$ cat config.mk
export PLATFORM = sky130hd
export DESIGN_NAME = btn_move_ctrl_flat
export DESIGN_NICKNAME = d
export VERILOG_FILES = /design/src/rtl/btn_pkg.sv /design/src/rtl/btn_move_ctrl_if.sv /design/src/rtl/btn_debounce_ch.sv /design/src/rtl/btn_move_ctrl.sv /design/src/flat_wrapper.sv
export SDC_FILE = /design/constraint.sdc
export NUM_CORES = 1
export LEC_CHECK = 0
export ABC_CLOCK_PERIOD_IN_PS = 1830
export BUFFER_PORTS_ARGS = -buffer_cell sky130_fd_sc_hd__buf_4
export CORE_ASPECT_RATIO = 0.75
export CORE_MARGIN = 3
export CORE_UTILIZATION = 45
export CTS_CLUSTER_DIAMETER = 50
export DETAILED_ROUTE_END_ITERATION = 7
export GPL_ROUTABILITY_DRIVEN = 0
export SYNTH_ARGS = -nofsm -noshare
export SYNTH_HDL_FRONTEND = slang
export SYNTH_SLANG_ARGS = --single-unit
$ cat constraint.sdc
create_clock -name ClkPort -period 1.83 [get_ports ClkPort]
set_clock_uncertainty 0.1 [all_clocks]
set_input_delay 0.183 -clock ClkPort [delete_from_list [all_inputs] [get_ports ClkPort]]
set_output_delay 0.183 -clock ClkPort [all_outputs]
set_load 0.01 [all_outputs]
$ cat src/rtl/btn_pkg.sv
// Shared constants, direction codes and handshake FSM states for the
// button-to-move front end.
package btn_pkg;

   // Default parameter values (100 MHz ClkPort, 1 ms sample tick)
   localparam int N_BTN_DEF       = 4;
   localparam int TICK_DIV_DEF    = 100000;
   localparam int DB_TICKS_DEF    = 16;
   localparam int REPEAT_EN_DEF   = 0;
   localparam int REPEAT_DLY_DEF  = 400;
   localparam int REPEAT_RATE_DEF = 100;

   // Channel index of each move direction
   localparam int DIR_U = 0;
   localparam int DIR_D = 1;
   localparam int DIR_L = 2;
   localparam int DIR_R = 3;

   // Handshake FSM states
   typedef enum logic {
      IDLE = 1'b0,
      REQ  = 1'b1
   } state_t;

   // Larger of two integers, used to size the repeat counter
   function automatic int max2(input int a, input int b);
      return (a > b) ? a : b;
   endfunction

endpackage

$ cat src/rtl/btn_move_ctrl_if.sv
// Move request handshake towards the game FSM.
// Handshake: the master raises req with req_dir and holds both stable until
// it samples ack=1 on a rising ClkPort edge; req then drops for at least one
// cycle before the next request. ack is ignored while req=0.
interface btn_move_ctrl_if #(
   parameter int N_BTN = 4
);
   localparam int DW = $clog2(N_BTN);

   logic          req;
   logic          ack;
   logic [DW-1:0] req_dir;

   modport master (output req, output req_dir, input ack);
   modport slave  (input req, input req_dir, output ack);
endinterface

$ cat src/rtl/btn_debounce_ch.sv
// One button channel: 2-flop synchroniser, tick-driven debounce counter,
// press detection and optional auto-repeat. move_ev pulses for one cycle
// per press or repeat event.
module btn_debounce_ch
   import btn_pkg::*;
#(
   parameter int DB_TICKS    = DB_TICKS_DEF,
   parameter int REPEAT_EN   = REPEAT_EN_DEF,
   parameter int REPEAT_DLY  = REPEAT_DLY_DEF,
   parameter int REPEAT_RATE = REPEAT_RATE_DEF
)(
   input  logic ClkPort,
   input  logic rst,
   input  logic tick,
   input  logic btn_raw,
   output logic level,
   output logic move_ev
);
   localparam int DW = $clog2(DB_TICKS + 1);
   localparam logic [DW-1:0] DB_LAST = DW'(DB_TICKS - 1);

   logic [1:0]    sync_q;
   logic [DW-1:0] db_cnt;
   logic          press_q;
   logic          rep_ev;
   logic          flip;

   // The sample that completes DB_TICKS disagreeing ticks flips the level
   assign flip = tick && (sync_q[1] != level) && (db_cnt == DB_LAST);

   // Two-flop synchroniser for the asynchronous button input
   always_ff @(posedge ClkPort or posedge rst) begin
      if (rst) sync_q <= '0;
      else     sync_q <= {sync_q[0], btn_raw};
   end

   // Debounce on the sample tick; press_q marks a 0->1 flip of the level
   always_ff @(posedge ClkPort or posedge rst) begin
      if (rst) begin
         db_cnt  <= '0;
         level   <= 1'b0;
         press_q <= 1'b0;
      end else begin
         press_q <= flip && !level;
         if (tick) begin
            if (sync_q[1] == level) begin
               db_cnt <= '0;
            end else if (db_cnt == DB_LAST) begin
               db_cnt <= '0;
               level  <= ~level;
            end else begin
               db_cnt <= db_cnt + 1'b1;
            end
         end
      end
   end

   generate
      if (REPEAT_EN != 0) begin : g_rep
         localparam int RW = $clog2(max2(REPEAT_DLY, REPEAT_RATE) + 1);
         localparam logic [RW-1:0] DLY  = RW'(REPEAT_DLY);
         localparam logic [RW-1:0] RATE = RW'(REPEAT_RATE);

         logic [RW-1:0] rep_cnt;
         logic [RW-1:0] rep_nxt;
         logic          rep_phase;  // 0: waiting for first repeat, 1: repeating
         logic          rep_q;

         assign rep_nxt = rep_cnt + 1'b1;

         // Count ticks while held; first event after DLY, then every RATE
         always_ff @(posedge ClkPort or posedge rst) begin
            if (rst) begin
               rep_cnt   <= '0;
               rep_phase <= 1'b0;
               rep_q     <= 1'b0;
            end else begin
               rep_q <= 1'b0;
               if (!level) begin
                  rep_cnt   <= '0;
                  rep_phase <= 1'b0;
               end else if (tick) begin
                  if (rep_nxt == (rep_phase ? RATE : DLY)) begin
                     rep_q     <= 1'b1;
                     rep_cnt   <= '0;
                     rep_phase <= 1'b1;
                  end else begin
                     rep_cnt <= rep_nxt;
                  end
               end
            end
         end

         assign rep_ev = rep_q;
      end else begin : g_norep
         assign rep_ev = 1'b0;
      end
   endgenerate

   assign move_ev = press_q | rep_ev;

endmodule

$ cat src/rtl/btn_move_ctrl.sv
// Button-to-move front end: shared sample tick, N_BTN debounce channels,
// per-channel pending bits with sticky overrun, and a lowest-index-first
// req/ack handshake towards the game FSM.
module btn_move_ctrl
   import btn_pkg::*;
#(
   parameter int N_BTN       = N_BTN_DEF,
   parameter int TICK_DIV    = TICK_DIV_DEF,
   parameter int DB_TICKS    = DB_TICKS_DEF,
   parameter int REPEAT_EN   = REPEAT_EN_DEF,
   parameter int REPEAT_DLY  = REPEAT_DLY_DEF,
   parameter int REPEAT_RATE = REPEAT_RATE_DEF
)(
   input  logic             ClkPort,
   input  logic             rst,
   input  logic [N_BTN-1:0] btn_raw,
   btn_move_ctrl_if.master  bus,
   output logic [N_BTN-1:0] btn_level,
   output logic             overrun,
   output state_t           fsm_state
);
   localparam int TW = $clog2(TICK_DIV);
   localparam int DW = $clog2(N_BTN);
   localparam logic [TW-1:0] TICK_LAST = TW'(TICK_DIV - 1);

   logic [TW-1:0]    tick_cnt;
   logic             tick;
   logic [N_BTN-1:0] move_ev;
   logic [N_BTN-1:0] pending;
   logic [N_BTN-1:0] clr;
   logic [DW-1:0]    sel;
   state_t           state, state_nxt;
   logic             req_q, req_nxt;
   logic [DW-1:0]    dir_q, dir_nxt;

   assign tick = (tick_cnt == TICK_LAST);

   // Free-running sample tick divider
   always_ff @(posedge ClkPort or posedge rst) begin
      if (rst)       tick_cnt <= '0;
      else if (tick) tick_cnt <= '0;
      else           tick_cnt <= tick_cnt + 1'b1;
   end

   generate
      for (genvar i = 0; i < N_BTN; i++) begin : g_ch
         btn_debounce_ch #(
            .DB_TICKS    (DB_TICKS),
            .REPEAT_EN   (REPEAT_EN),
            .REPEAT_DLY  (REPEAT_DLY),
            .REPEAT_RATE (REPEAT_RATE)
         ) u_ch (
            .ClkPort (ClkPort),
            .rst     (rst),
            .tick    (tick),
            .btn_raw (btn_raw[i]),
            .level   (btn_level[i]),
            .move_ev (move_ev[i])
         );
      end
   endgenerate

   // Pending bits: a new event beats a same-cycle clear; an event landing on
   // an already pending channel is dropped and flagged
   always_ff @(posedge ClkPort or posedge rst) begin
      if (rst) begin
         pending <= '0;
         overrun <= 1'b0;
      end else begin
         pending <= (pending & ~clr) | move_ev;
         if (|(move_ev & pending & ~clr)) overrun <= 1'b1;
      end
   end

   // Lowest set pending index wins
   always_comb begin
      sel = '0;
      for (int i = N_BTN - 1; i >= 0; i--) begin
         if (pending[i]) sel = DW'(i);
      end
   end

   // Handshake FSM state and registered request outputs
   always_ff @(posedge ClkPort or posedge rst) begin
      if (rst) begin
         state <= IDLE;
         req_q <= 1'b0;
         dir_q <= '0;
      end else begin
         state <= state_nxt;
         req_q <= req_nxt;
         dir_q <= dir_nxt;
      end
   end

   // Handshake FSM next state: issue from IDLE, hold in REQ until ack
   always_comb begin
      state_nxt = state;
      req_nxt   = req_q;
      dir_nxt   = dir_q;
      clr       = '0;
      case (state)
         IDLE: begin
            if (|pending) begin
               state_nxt = REQ;
               req_nxt   = 1'b1;
               dir_nxt   = sel;
               clr[sel]  = 1'b1;
            end
         end
         REQ: begin
            if (bus.ack) begin
               state_nxt = IDLE;
               req_nxt   = 1'b0;
            end
         end
         default: begin
            state_nxt = IDLE;
            req_nxt   = 1'b0;
         end
      endcase
   end

   assign bus.req     = req_q;
   assign bus.req_dir = dir_q;
   assign fsm_state   = state;

endmodule
$ cat src/flat_wrapper.sv
// flat-port wrapper written by rule: the top's interface ports become plain ports
module btn_move_ctrl_flat import btn_pkg::*;
#(
   parameter int N_BTN       = N_BTN_DEF,
   parameter int TICK_DIV    = TICK_DIV_DEF,
   parameter int DB_TICKS    = DB_TICKS_DEF,
   parameter int REPEAT_EN   = REPEAT_EN_DEF,
   parameter int REPEAT_DLY  = REPEAT_DLY_DEF,
   parameter int REPEAT_RATE = REPEAT_RATE_DEF
)
  (ClkPort, rst, btn_raw, btn_level, overrun, fsm_state, bus_req, bus_req_dir, bus_ack);
  btn_move_ctrl_if #(.N_BTN(N_BTN)) bus_i ();
  input  logic ClkPort;
  input  logic rst;
  input  logic [N_BTN-1:0] btn_raw;
  output logic [N_BTN-1:0] btn_level;
  output logic overrun;
  output state_t fsm_state;
  output wire logic [$bits(bus_i.req)-1:0] bus_req;
  output wire logic [$bits(bus_i.req_dir)-1:0] bus_req_dir;
  input wire logic [$bits(bus_i.ack)-1:0] bus_ack;
  assign bus_req = bus_i.req;
  assign bus_req_dir = bus_i.req_dir;
  assign bus_i.ack = bus_ack;
  btn_move_ctrl #(.N_BTN(N_BTN), .TICK_DIV(TICK_DIV), .DB_TICKS(DB_TICKS), .REPEAT_EN(REPEAT_EN), .REPEAT_DLY(REPEAT_DLY), .REPEAT_RATE(REPEAT_RATE)) u_core (.ClkPort(ClkPort), .rst(rst), .btn_raw(btn_raw), .bus(bus_i), .btn_level(btn_level), .overrun(overrun), .fsm_state(fsm_state));
endmodule
=== Word level (Yosys, flattened, before mapping) ===
Index checks and enable logic that the tools add are counted.

* Bitwise logic cells: 14
* Magnitude comparators: 2
* Add/subtract/negate cells: 5
* Multiplexer cells: 23
* Equality and inequality tests: 15
* Reductions and logical operators: 25

{| class="wikitable"
|+ Operators with widths
! kind !! count
|-
| 5-bit two-way mux || 8
|-
| 5-bit by 1-bit adder with 5-bit output (second input constant) || 4
|-
| 5-bit by 4-bit equality test with 1-bit output (second input constant) || 4
|-
| 17-bit by 1-bit adder with 17-bit output (second input constant) || 1
|-
| 17-bit equality test (second input constant) || 1
|-
| 17-bit two-way mux || 1
|-
| 1-bit logical AND || 13
|-
| 4-bit bitwise AND || 3
|-
| 3-bit AND reduction || 4
|-
| 1-bit inverter || 9
|-
| 2-bit two-way mux || 4
|-
| 4-bit two-way mux || 2
|-
| 4-bit OR reduction || 2
|-
| 1-bit two-way mux || 5
|-
| 1-bit equality test || 4
|-
| 1-bit zero test || 4
|-
| 1-bit != test || 4
|-
| 4-bit inverter || 1
|-
| 4-bit bitwise OR || 1
|-
| 1-bit one-hot mux with 2 select lines || 2
|-
| 2-bit AND reduction || 2
|-
| 2-bit by 3-bit less-than comparator with 1-bit output (second input constant) || 1
|-
| 1-bit demux with 2-bit select || 1
|-
| 2-bit by 1-bit >= comparator with 1-bit output (second input constant) || 1
|-
| other kinds (2) || 2
|}

* Word-level logic and storage cells: 106
* Output and inout port bits: 9
* Bits in registers: 62
* Input bits: 7

=== Depth between registers and ports, before layout ===
Gate-level depths: netlist of run 1.

* Depth after elaboration: 13
* Mapped depth: 7

=== Modules after synthesis ===
Synthesis of run 1 repeated with hierarchy kept, for this count alone.

* Cells, all modules: 253
* Area, all modules: 2876.5 um^2

{| class="wikitable"
|+ By module, submodules not included
! module !! sequential area each (um^2) !! cells each !! area an instance (um^2) !! instances
|-
| btn_debounce_ch || 225.2 || 35 || 416.6 || 4
|-
| btn_move_ctrl || 650.6 || 113 || 1209.9 || 1
|}

=== Least setup slack after synthesis of run 1 ===
No wires, ideal clock.

* Path kind: reg-to-reg
* From: register u_core.tick_cnt[0]
* To: register u_core.g_ch[1].u_ch.level
* Period minus slack after synthesis: 1897 ps
* Buffers on the path: 1
* Data arrival time: 1672 ps
* Data required time: 1605 ps
* Path slack: -67 ps
* Cell stages (with the launch flop): 7
* Cells stage by stage: dfrtp_1 > ha_1 > and4_4 > nand4b_2 > buf_6 > nor3_1 > mux2_2

* Word-level cells in the longest chain between the ends: 2

{| class="wikitable"
|+ Ends and longest elaborated chain
! what !! RTL line !! RTL
|-
| start: declaration || btn_move_ctrl.sv:26 || <nowiki>logic [TW-1:0] tick_cnt;</nowiki>
|-
| start signal: assignment || btn_move_ctrl.sv:42 || <nowiki>else tick_cnt <= tick_cnt + 1'b1;</nowiki>
|-
| 17-bit equality test || btn_move_ctrl.sv:36 || <nowiki>assign tick = (tick_cnt == TICK_LAST);</nowiki>
|-
| 3-bit AND reduction (no line) || - ||
|-
| end signal: assignment || btn_debounce_ch.sv:50 || <nowiki>level <= ~level;</nowiki>
|-
| end: declaration || btn_debounce_ch.sv:16 || <nowiki>output logic level,</nowiki>
|}

No other way between the ends.
A chain may end at the register's enable or synchronous reset.

=== Worst setup path after layout of run 1 ===
* From: register u_core.tick_cnt[14]
* To: register u_core.g_ch[2].u_ch.level

* Word-level cells in the longest chain between the ends: 2

{| class="wikitable"
|+ Ends and longest elaborated chain
! what !! RTL line
|-
| 17-bit equality test || btn_move_ctrl.sv:36
|-
| 3-bit AND reduction (no line) || -
|-
| end signal: assignment || btn_debounce_ch.sv:50
|-
| end: declaration || btn_debounce_ch.sv:16
|}

No other way between the ends.

==> results.py, run 1 <==
metrics = {
    "power": {
        "leakage_uw": 0.001764,
        "irDropWorstVdd_v": 0.0004663,
        "power.total_uw": 2778,
        "power_density_over_cell_area_mw_per_mm2": 762.0,
    },
    "worst_setup_path": {
        "arrival_ns": 1.97,
        "required_ns": 1.95,
        "crit_path_max_fanout": 5,
        "r2r_start": "u_core.tick_cnt[14]",
        "critPathCaptureType": "flop",
        "worstRegToRegCells": 4,
        "setup.worst_path.class": "flop to flop",
        "rr_endpoint": "u_core.g_ch[2].u_ch.level",
        "r2r_setup_slack_ns": -0.02,
        "critPathLaunchType": "flop",
    },
    "logic_synthesis": {
        "synth_compound_area_share_pct": 10.01,
        "post_synth_and_or_nand_nor_area_fraction_pct": 20.52,
        "synth_edf_count": 0,
        "synthesis.instances": 252,
        "yosysTopAreaCellShare_pct": 56.16,
        "synth_cell_types": 47,
        "largest_family_of_logic_cells_by_synthesized_area": "simple AND/OR/NAND/NOR gates",
        "mapped_area_mm2": 0.002763,
        "leading_register_cell_type_out_of_synthesis": "sky130_fd_sc_hd__dfrtp_1",
        "xor_and_xnor_area_share_after_synthesis_pct": 6.024,
        "synthMuxAreaShare_pct": 1.993,
        "postSynthNetCount": 264,
        "synthAdderAreaFrac_pct": 2.264,
        "seq_area_frac_synth_pct": 56.16,
        "postSynthAreaPerCell_um2": 10.96,
        "yosys_register_bits": 62,
        "synthArstFlopShare_pct": 100.0,
        "netlist.top_cell.by_area": "sky130_fd_sc_hd__dfrtp_1",
        "warnings_from_yosys": 0,
        "post_synth_main_area_contributors": "sky130_fd_sc_hd__dfrtp_1 (56%), sky130_fd_sc_hd__xnor2_1 (3.8%), sky130_fd_sc_hd__nand2_1 (3.1%), sky130_fd_sc_hd__o21ai_0 (3.1%), sky130_fd_sc_hd__nand3_1 (2.4%)",
    },
    "timing": {
        "tightest_slew_ns": 0.4933,
        "max_clock_freq_mhz": 540.5,
        "final_period_demand_of_the_worst_path_ns": 1.850,
        "grt_setup_unrepaired": "true",
        "timing.final.max_slew_violations": 0,
        "final-hold-violation-count": 0,
        "setup_slack_ns": -0.02026,
        "setup_tns_ns": -0.02026,
        "final.period_utilization_pct": 101.1,
        "setup_viol_count_final": 1,
        "timing.slew.headroom_pct": 66.88,
    },
    "die": {
        "floorplan.initialDensity_pct": 46.94,
        "core_area_mm2": 0.005886,
        "die_h_um": 73.86,
        "io_pins": 16,
        "die-width_um": 96.48,
        "fp.dieArea_mm2": 0.007125,
        "num_rows": 24,
    },
    "final_layout": {
        "antenna_cell_count": 0,
        "n_fill_cell": 501,
        "design.final.nets": 324,
        "multi_input_area_mm2": 0.001252,
        "finalNonFillerCells": 395,
        "area.growth.synth_to_final_pct": 31.97,
        "drive_above_1_share_pct": 29.97,
        "ff_latch_area_mm2": 0.001551,
        "most_common_library_cell_in_the_layout_ignoring_fill_and_taps": "sky130_fd_sc_hd__dfrtp_1",
        "layout_common_cells": "sky130_fd_sc_hd__dfrtp_1 (62), sky130_fd_sc_hd__buf_4 (43), sky130_fd_sc_hd__nand2_1 (22), sky130_fd_sc_hd__nor2_1 (17)",
    },
    "hold_path": {
        "worst_hold_path.num_cells": 0,
        "worst_hold_start": "u_core.g_ch[3].u_ch.sync_q[0]",
        "hold_path_end": "u_core.g_ch[3].u_ch.sync_q[1]",
        "hp-class": "flop to flop",
    },
    "cts": {
        "insertion_delay_ns": 0.33,
        "cts_buffers": 9,
        "h_tree_lvls": 3,
        "tritoncts": "yes",
        "clock-root-buffer": "sky130_fd_sc_hd__clkbuf_8",
        "cts.path.max_buffers": 2,
        "path_clk_slew_ns": 0.07,
        "clkSinkCount": 62,
    },
    "routing": {
        "dr_total_vias": 2017,
        "drt_first_iter_violations": 49,
        "count_of_antenna_violating_nets_left_after_detailed_routing": 0,
        "post_drt_via_cell_ratio": 5.106,
        "post-route-drc-count": 0,
        "drtPass1Iterations": 4,
        "route.detailed.wl_per_inst_um": 13.28,
        "drt-total-wl_um": 5246,
    },
    "run_status": {
        "failed_checks": "setup timing",
        "status": "finished with violations",
    },
    "grt": {
        "grt_pass1_wl_um": 8576,
        "initial_antenna_violation_count": 0,
        "via_count_of_the_first_global_routing_pass": 1862,
        "grt_remaining_overflow": 0,
        "globalRouteTotalUtil_pct": 15.97,
        "grt_max_degree": 63,
    },
    "place": {
        "dp.final_hpwl_um": 3429,
        "place_inst": 367,
        "place.port_buffers": 15,
        "setup_ws_pre_cts_ns": -0.1655,
    },
    "flow_run": {
        "max_cap_viol_count": 0,
    },
}
report_power, final:
| group | switching, µW | leakage, µW | internal (µW) | total [µW] |
|---|---|---|---|---|
| combinational | 59.2 | 0.000822 | 41.7 | 101 |
| sequential | 8.19 | 0.000833 | 1380 | 1390 |
| clock | 507 | 0.000109 | 779 | 1290 |
| total | 574 | 0.00176 | 2200 | 2780 |
critical path, stage by stage, from the launching register on:
cell and delay [ns]:
sky130_fd_sc_hd__dfrtp_1 0.41, sky130_fd_sc_hd__nor4b_4 0.34, sky130_fd_sc_hd__nand4b_4 0.20, sky130_fd_sc_hd__or3_4 0.42, sky130_fd_sc_hd__mux2_2 0.27
Yosys cell counts (3+ instances only):
library cell,number
sky130_fd_sc_hd__dfrtp_1,62
sky130_fd_sc_hd__nand2_1,23
sky130_fd_sc_hd__nor2_1,17
sky130_fd_sc_hd__o21ai_0,17
sky130_fd_sc_hd__nand3_1,13
sky130_fd_sc_hd__xnor2_1,12
sky130_fd_sc_hd__nor3_1,11
sky130_fd_sc_hd__xor2_1,7
sky130_fd_sc_hd__a21oi_1,6
sky130_fd_sc_hd__inv_1,6
sky130_fd_sc_hd__nor2b_1,6
sky130_fd_sc_hd__a21o_1,5
sky130_fd_sc_hd__ha_1,5
sky130_fd_sc_hd__buf_4,4
sky130_fd_sc_hd__clkbuf_1,4
sky130_fd_sc_hd__mux2_2,4
sky130_fd_sc_hd__nand2b_1,4
sky130_fd_sc_hd__nand4_1,4
sky130_fd_sc_hd__nor3b_1,3
cells by family after synthesis:
group                    after synthesis
adder cells (fa/ha/maj)                5
AO/OA/AOI/OAI                         43
flip-flops                            62
multiplexers                           5
XOR/XNOR                              19
buffers and inverters                 16
AND/OR/NAND/NOR                      102
worst max-delay path by stage:
stage | startpoint | to | slack, ns | depth (start not counted)
6_report | u_core.tick_cnt[14] | u_core.g_ch[2].u_ch.level | -0.02 | 4
5_1_grt | u_core.tick_cnt[14] | u_core.g_ch[2].u_ch.level | -0.1 | 4
4_1_cts | u_core.tick_cnt[13] | u_core.g_ch[3].u_ch.db_cnt[3] | -0.04 | 5
3_5_place_dp | u_core.tick_cnt[13] | u_core.g_ch[1].u_ch.db_cnt[3] | -0.17 | 5
3_3_place_gp | u_core.tick_cnt[13] | u_core.g_ch[1].u_ch.db_cnt[3] | -0.11 | 5
2_1_floorplan | rst | u_core.bus.req | 0.006 | 1
timing repair:
item	in CTS	in global routing
endpoints found under the setup margin	14	20
setup buffers	4	1
hold endpoints to repair	68	0
resized for setup	2	35
pin swaps	1	15
gates cloned	0	1
hold buffers	6	0
stage by stage:
stage	hold WS [ns]	instance area [µm²]	utilization (%)
after global placement	0.1814	3181	54.04
after detailed placement	0.1852	3181	54.04
after floorplan	0.1144	2779	-
final	0.2479	3646	61.95
after global routing	0.2609	3646	61.95
after CTS	0.2500	3505	59.55
state kept, by name, summed over array words and instances, names as in the netlist:
signal	cells
u_core.fsm_state	1
u_core.g_ch.u_ch.move_ev	4
u_core.pending	4
u_core.g_ch.u_ch.sync_q	8
u_core.overrun	1
u_core.tick_cnt	17
u_core.g_ch.u_ch.level	4
u_core.bus.req_dir	2
u_core.g_ch.u_ch.db_cnt	20
u_core.bus.req	1
per-layer routing:
metal	vias up	track usage, %	routed length (µm)
met5	-	0	0
met2	26	24.31	2367
met3	4	6.551	201
met4	0	4.199	38
met1	973	21.19	2639
li1	1014	-	-
cell type report:
cell class / instances / share of cell area (%)
inverters: 6 / 0.6177
repair buffers: 59 / 13.76
clock buffers: 14 / 5.010
well taps: 78 / 2.677
clock inverters: 2 / 1.030
multi-input cells: 174 / 34.35
flip-flops and latches: 62 / 42.55
No activity file was read; power rests on OpenSTA's default activity.
==> run 2, diff against run 1 <==
Settings changed: ABC_CLOCK_PERIOD_IN_PS 1830 to 1900.
Clock period 1.83 ns to 1.9 ns, I/O delays scaled along.
==> run 2 against run 1 <==
- the flow now finishes without violations
- die area unchanged
- register-to-register slack better by 0.05 ns
- clock power about the same
- sequential share of layout area up 1.7 points
- power down 0.84%
- sequential cell count unchanged
- non-clock buffer count down 5
- critical path type unchanged
- largest power group unchanged
- highest routed layer unchanged
==> results.py, run 2 (synthesized netlist as in run 1, its figures left out) <==
metrics = {
    "run_status": {
        "status": "complete, no violations",
    },
    "grt": {
        "grt_max_degree": 32,
        "grt_remaining_overflow": 0,
        "grt_pass1_wl_um": 8542,
        "globalRouteTotalUtil_pct": 15.89,
        "via_count_of_the_first_global_routing_pass": 1810,
        "initial_antenna_violation_count": 0,
    },
    "cts": {
        "tritoncts": "yes",
        "cts.path.max_buffers": 2,
        "cts_buffers": 9,
        "clock-root-buffer": "sky130_fd_sc_hd__clkbuf_8",
        "path_clk_slew_ns": 0.07,
        "clkSinkCount": 62,
        "h_tree_lvls": 3,
        "insertion_delay_ns": 0.33,
    },
    "final_layout": {
        "drive_above_1_share_pct": 25.00,
        "area.growth.synth_to_final_pct": 26.99,
        "reg_top3": "u_core.g_ch.u_ch.db_cnt x20, u_core.tick_cnt x17, u_core.g_ch.u_ch.sync_q x8",
        "design.final.nets": 319,
        "top_register_by_number_of_flip_flops": "u_core.g_ch.u_ch.db_cnt",
        "antenna_cell_count": 0,
        "layout_common_cells": "sky130_fd_sc_hd__dfrtp_1 (62), sky130_fd_sc_hd__buf_4 (45), sky130_fd_sc_hd__nand2_1 (23), sky130_fd_sc_hd__nor2_1 (17), sky130_fd_sc_hd__o21ai_0 (17)",
        "n_fill_cell": 504,
        "most_common_library_cell_in_the_layout_ignoring_fill_and_taps": "sky130_fd_sc_hd__dfrtp_1",
        "largest_register_ffs": 20,
    },
    "power": {
        "power_density_over_cell_area_mw_per_mm2": 785.2,
        "irDropWorstVdd_v": 0.0003262,
        "leakage_uw": 0.001706,
    },
    "timing": {
        "timing.final.max_slew_violations": 0,
        "tightest_slew_ns": 0.4482,
        "whs_ns": 0.2460,
        "final-hold-violation-count": 0,
        "grt_setup_unrepaired": "true",
        "max_clock_freq_mhz": 534.4,
        "setup_slack_ns": 0.02873,
        "final.period_utilization_pct": 98.49,
        "setup_viol_count_final": 0,
        "final_period_demand_of_the_worst_path_ns": 1.871,
        "timing.slew.headroom_pct": 69.91,
    },
    "routing": {
        "route.detailed.wl_per_inst_um": 12.64,
        "drtPass1Iterations": 4,
        "dr_total_vias": 1950,
        "count_of_antenna_violating_nets_left_after_detailed_routing": 0,
        "post-route-drc-count": 0,
        "drt-total-wl_um": 4928,
        "drt_first_iter_violations": 71,
        "post_drt_via_cell_ratio": 5.000,
    },
    "die": {
        "die-width_um": 96.48,
        "die_h_um": 73.86,
        "floorplan.initialDensity_pct": 46.94,
        "io_pins": 16,
        "fp.dieArea_mm2": 0.007125,
        "core_area_mm2": 0.005886,
        "num_rows": 24,
    },
    "worst_setup_path": {
        "critPathLaunchType": "flop",
        "setup.worst_path.class": "flop to flop",
        "crit_path_max_fanout": 3,
        "critPathCaptureType": "flop",
        "required_ns": 2.01,
        "arrival_ns": 1.98,
        "worstRegToRegCells": 5,
    },
    "flow_run": {
        "max_cap_viol_count": 0,
    },
    "hold_path": {
        "worst_hold_path.num_cells": 0,
        "hp-class": "flop to flop",
    },
    "place": {
        "dp.final_hpwl_um": 3421,
        "setup_ws_pre_cts_ns": -0.001404,
        "place.port_buffers": 15,
    },
}
## run 2: cell types whose count changed in the layout (fill, tap and decap cells not counted), sizes merged
cell	before	now
buf	53	48
bufinv	1	2
clkbuf	14	13
clkinv	0	1
clkinvlp	1	0
## run 2: repair_timing
| item | in CTS | in global routing |
|---|---|---|
| hold buffers | 6 | 0 |
| setup buffers | 2 | 2 |
| hold endpoints to repair | 20 | 0 |
| setup endpoints to repair | 2 | 6 |
| pin swaps | 0 | 2 |
| gates resized for setup | 3 | 5 |
## run 2: final timing paths
path                                               startpoint                             to  slack [ns]
worst max-delay path                      u_core.tick_cnt[13]      u_core.g_ch[2].u_ch.level        0.03
min in group asynchronous                                 rst                 u_core.bus.req        0.29
max in group asynchronous                                 rst            u_core.tick_cnt[11]        0.85
worst min-delay path            u_core.g_ch[0].u_ch.sync_q[0]  u_core.g_ch[0].u_ch.sync_q[1]        0.25
worst min register to register  u_core.g_ch[0].u_ch.sync_q[0]  u_core.g_ch[0].u_ch.sync_q[1]        0.25
worst max register to register            u_core.tick_cnt[13]      u_core.g_ch[2].u_ch.level        0.03
## run 2: metal layers
| metal | up-vias | share of wire, % | wire length, µm | track usage, % |
|---|---|---|---|---|
| li1 | 1001 | - | - | - |
| met1 | 916 | 52 | 2567 | 23.78 |
| met2 | 29 | 43 | 2116 | 21.25 |
| met3 | 4 | 4.2 | 206 | 5.937 |
| met4 | 0 | 0.77 | 38 | 4.666 |
| met5 | - | 0 | 0 | 0 |
## run 2: final cells by class
cell class	instances	area (µm²)	share of cell area, %
Clock buffer	13	168.9	4.815
Clock inverter	3	65.06	1.854
Inverter	6	22.52	0.6419
Multi-Input combinational cell	174	1162	33.13
Sequential cell	62	1551	44.22
Tap cell	78	97.59	2.782
Timing Repair Buffer	54	440.4	12.55
## run 2: metrics by stage
step | setup TNS (ns) | instance area (µm²) | cells | util, % | total power [µW]
after CTS | 0 | 3463 | 388 | 58.84 | 2808
final | 0 | 3508 | 390 | 59.61 | 2755
after global routing | -0.1193 | 3508 | 390 | 59.61 | 2877
after floorplan | 0 | 2763 | 252 | - | 1408
after global placement | 0 | 3142 | 364 | 53.38 | 1449
after detailed placement | -0.001404 | 3142 | 364 | 53.38 | 1450
## run 2: power breakdown
part	leakage, µW	switching [µW]	internal, µW	total [µW]
registers	0.000833	6.90	1330	1340
logic	0.000754	53.9	39.8	93.7
clock network	0.000120	477	845	1320
## run 2: worst max-delay path, cell delays in order, from the launching register on
cell,delay [ns]
sky130_fd_sc_hd__dfrtp_1,0.41
sky130_fd_sc_hd__nor4b_4,0.34
sky130_fd_sc_hd__nand4b_4,0.14
sky130_fd_sc_hd__buf_6,0.14
sky130_fd_sc_hd__or3_4,0.36
sky130_fd_sc_hd__mux2_2,0.27
==> run 3, diff against run 2 <==
Settings changed: CORE_UTILIZATION 45 to 48, PLACE_DENSITY from default to 0.65.
==> run 3 against run 2 <==
- worst setup slack gained 0.015 ns
- register-to-register slack better by 0.02 ns
- critical path type unchanged
- final cell count fell by 0.51%
- largest cell class unchanged
- utilization is 4.3 points higher
- first-iteration DRC count up 80%
- sequential share of layout area grew 0.38 points
- sequential cell count stayed put
- die area is 5.8% lower
==> results.py, run 3 (synthesized netlist as in run 1, its figures left out) <==
metrics = {
    "hold_path": {
        "hp-class": "input pin to asynchronous set/reset pin",
    },
    "die": {
        "fp.dieArea_mm2": 0.006711,
        "io_pins": 16,
        "die-width_um": 93.60,
        "core_area_mm2": 0.005439,
        "num_rows": 23,
        "die_h_um": 71.70,
        "floorplan.initialDensity_pct": 50.79,
    },
    "power": {
        "leakage_uw": 0.001696,
        "power_density_over_cell_area_mw_per_mm2": 742.6,
        "irDropWorstVdd_v": 0.0004632,
    },
    "final_layout": {
        "area.growth.synth_to_final_pct": 25.91,
        "top_register_by_number_of_flip_flops": "u_core.g_ch.u_ch.db_cnt",
        "antenna_cell_count": 0,
        "drive_above_1_share_pct": 25.24,
        "largest_register_ffs": 20,
        "final_core_util_pct": 63.95,
        "layout_common_cells": "sky130_fd_sc_hd__dfrtp_1 (62), sky130_fd_sc_hd__buf_4 (46), sky130_fd_sc_hd__nand2_1 (23), sky130_fd_sc_hd__nor2_1 (17), sky130_fd_sc_hd__o21ai_0 (17)",
        "design.final.nets": 320,
        "most_common_library_cell_in_the_layout_ignoring_fill_and_taps": "sky130_fd_sc_hd__dfrtp_1",
        "reg_top3": "u_core.g_ch.u_ch.db_cnt x20, u_core.tick_cnt x17, u_core.g_ch.u_ch.sync_q x8",
    },
    "cts": {
        "clock-root-buffer": "sky130_fd_sc_hd__clkbuf_8",
        "cts_buffers": 9,
        "clkSinkCount": 62,
        "path_clk_slew_ns": 0.06,
        "cts.path.max_buffers": 2,
        "h_tree_lvls": 3,
        "tritoncts": "yes",
        "insertion_delay_ns": 0.34,
    },
    "routing": {
        "drt-total-wl_um": 4810,
        "route.detailed.wl_per_inst_um": 12.40,
        "drt_first_iter_violations": 128,
        "post-route-drc-count": 0,
        "drtPass1Iterations": 4,
        "post_drt_via_cell_ratio": 5.142,
        "count_of_antenna_violating_nets_left_after_detailed_routing": 0,
        "dr_total_vias": 1995,
    },
    "timing": {
        "final_period_demand_of_the_worst_path_ns": 1.856,
        "final.period_utilization_pct": 97.69,
        "grt_setup_unrepaired": "true",
        "timing.slew.headroom_pct": 70.67,
        "tightest_slew_ns": 0.4368,
        "final-hold-violation-count": 0,
        "whs_ns": 0.2497,
        "timing.final.max_slew_violations": 0,
        "max_clock_freq_mhz": 538.8,
        "setup_viol_count_final": 0,
    },
    "worst_setup_path": {
        "critPathLaunchType": "flop",
        "setup.worst_path.class": "flop to flop",
        "arrival_ns": 1.98,
        "crit_path_max_fanout": 4,
        "required_ns": 2.02,
        "critPathCaptureType": "flop",
    },
    "grt": {
        "grt_remaining_overflow": 0,
        "grt_max_degree": 51,
        "via_count_of_the_first_global_routing_pass": 1896,
        "grt_pass1_wl_um": 8604,
        "initial_antenna_violation_count": 0,
        "globalRouteTotalUtil_pct": 16.87,
    },
    "place": {
        "dp.final_hpwl_um": 3388,
        "place.port_buffers": 15,
    },
    "flow_run": {
        "max_cap_viol_count": 0,
    },
    "run_status": {
        "status": "complete, no violations",
    },
}
==> run 3: cell types whose count changed in the layout (fill, tap and decap cells not counted) <==
cell,delta
sky130_fd_sc_hd__clkbuf_8,-1
sky130_fd_sc_hd__bufinv_16,-1
sky130_fd_sc_hd__buf_4,+1
sky130_fd_sc_hd__clkinv_2,+2
==> run 3: final cells by class <==
| type | instances | area [µm²] |
|---|---|---|
| Timing Repair Buffer | 55 | 447.9 |
| Multi-Input combinational cell | 174 | 1162 |
| Clock inverter | 4 | 45.04 |
| Tap cell | 75 | 93.84 |
| Sequential cell | 62 | 1551 |
| Inverter | 6 | 22.52 |
| Clock buffer | 12 | 155.1 |
| Fill cell | 426 | 1961 |
==> run 3: timing repair <==
item / CTS / global route
hold buffers: 6 / 0
endpoints found under the hold margin: 18 / 0
endpoints found under the setup margin: 2 / 8
gates resized for setup: 2 / 6
pin swaps: 0 / 2
setup buffers: 1 / 3
==> run 3: metal layers <==
layer  vias to the layer above  track usage, %  share of wire, %
li1                       1000               -                 -
met4                         0           5.769               1.3
met3                         4           7.555               5.2
met1                       957           23.55                52
met5                         -               0                 0
met2                        34           23.45                41
==> run 3: worst max-delay path: stages, from the launching register on <==
cell and delay, ns:
sky130_fd_sc_hd__dfrtp_1 0.35, sky130_fd_sc_hd__ha_2 0.18, sky130_fd_sc_hd__and4_4 0.22, sky130_fd_sc_hd__nand4b_4 0.11, sky130_fd_sc_hd__buf_6 0.14, sky130_fd_sc_hd__or3_4 0.36, sky130_fd_sc_hd__mux2_2 0.28
==> run 3: through the flow <==
stage,std cells,setup WS [ns],area (µm²),total power [µW],TNS [ns]
after global routing,388,-0.02049,3478,2701,-0.02899
final,388,0.04393,3478,2583,0
after floorplan,252,0.003119,2763,1408,0
after global placement,362,0.01583,3146,1449,0
after detailed placement,362,-0.03313,3146,1450,-0.05096
after CTS,385,-0.007411,3422,2625,-0.007411
==> run 3: path summary, 6_finish.rpt <==
kind / slack [ns] / endpoint / cells past startpoint / start
max in group asynchronous: 0.91 / u_core.g_ch[0].u_ch.db_cnt[4] / 4 / rst
max: 0.04 / u_core.g_ch[2].u_ch.level / 6 / u_core.tick_cnt[1]
min: 0.25 / u_core.g_ch[2].u_ch.db_cnt[3] / 3 / rst
min in group ClkPort: 0.25 / u_core.g_ch[0].u_ch.sync_q[1] / 0 / u_core.g_ch[0].u_ch.sync_q[0]
max reg2reg: 0.04 / u_core.g_ch[2].u_ch.level / 6 / u_core.tick_cnt[1]
min reg2reg: 0.25 / u_core.g_ch[0].u_ch.sync_q[1] / 0 / u_core.g_ch[0].u_ch.sync_q[0]
==> run 3: where the power goes <==
part | switching (µW) | internal (µW) | leakage [µW] | total [µW]
clock network | 480 | 671 | 0.000106 | 1150
registers | 7.05 | 1330 | 0.000833 | 1340
logic | 52.9 | 39.8 | 0.000757 | 92.8
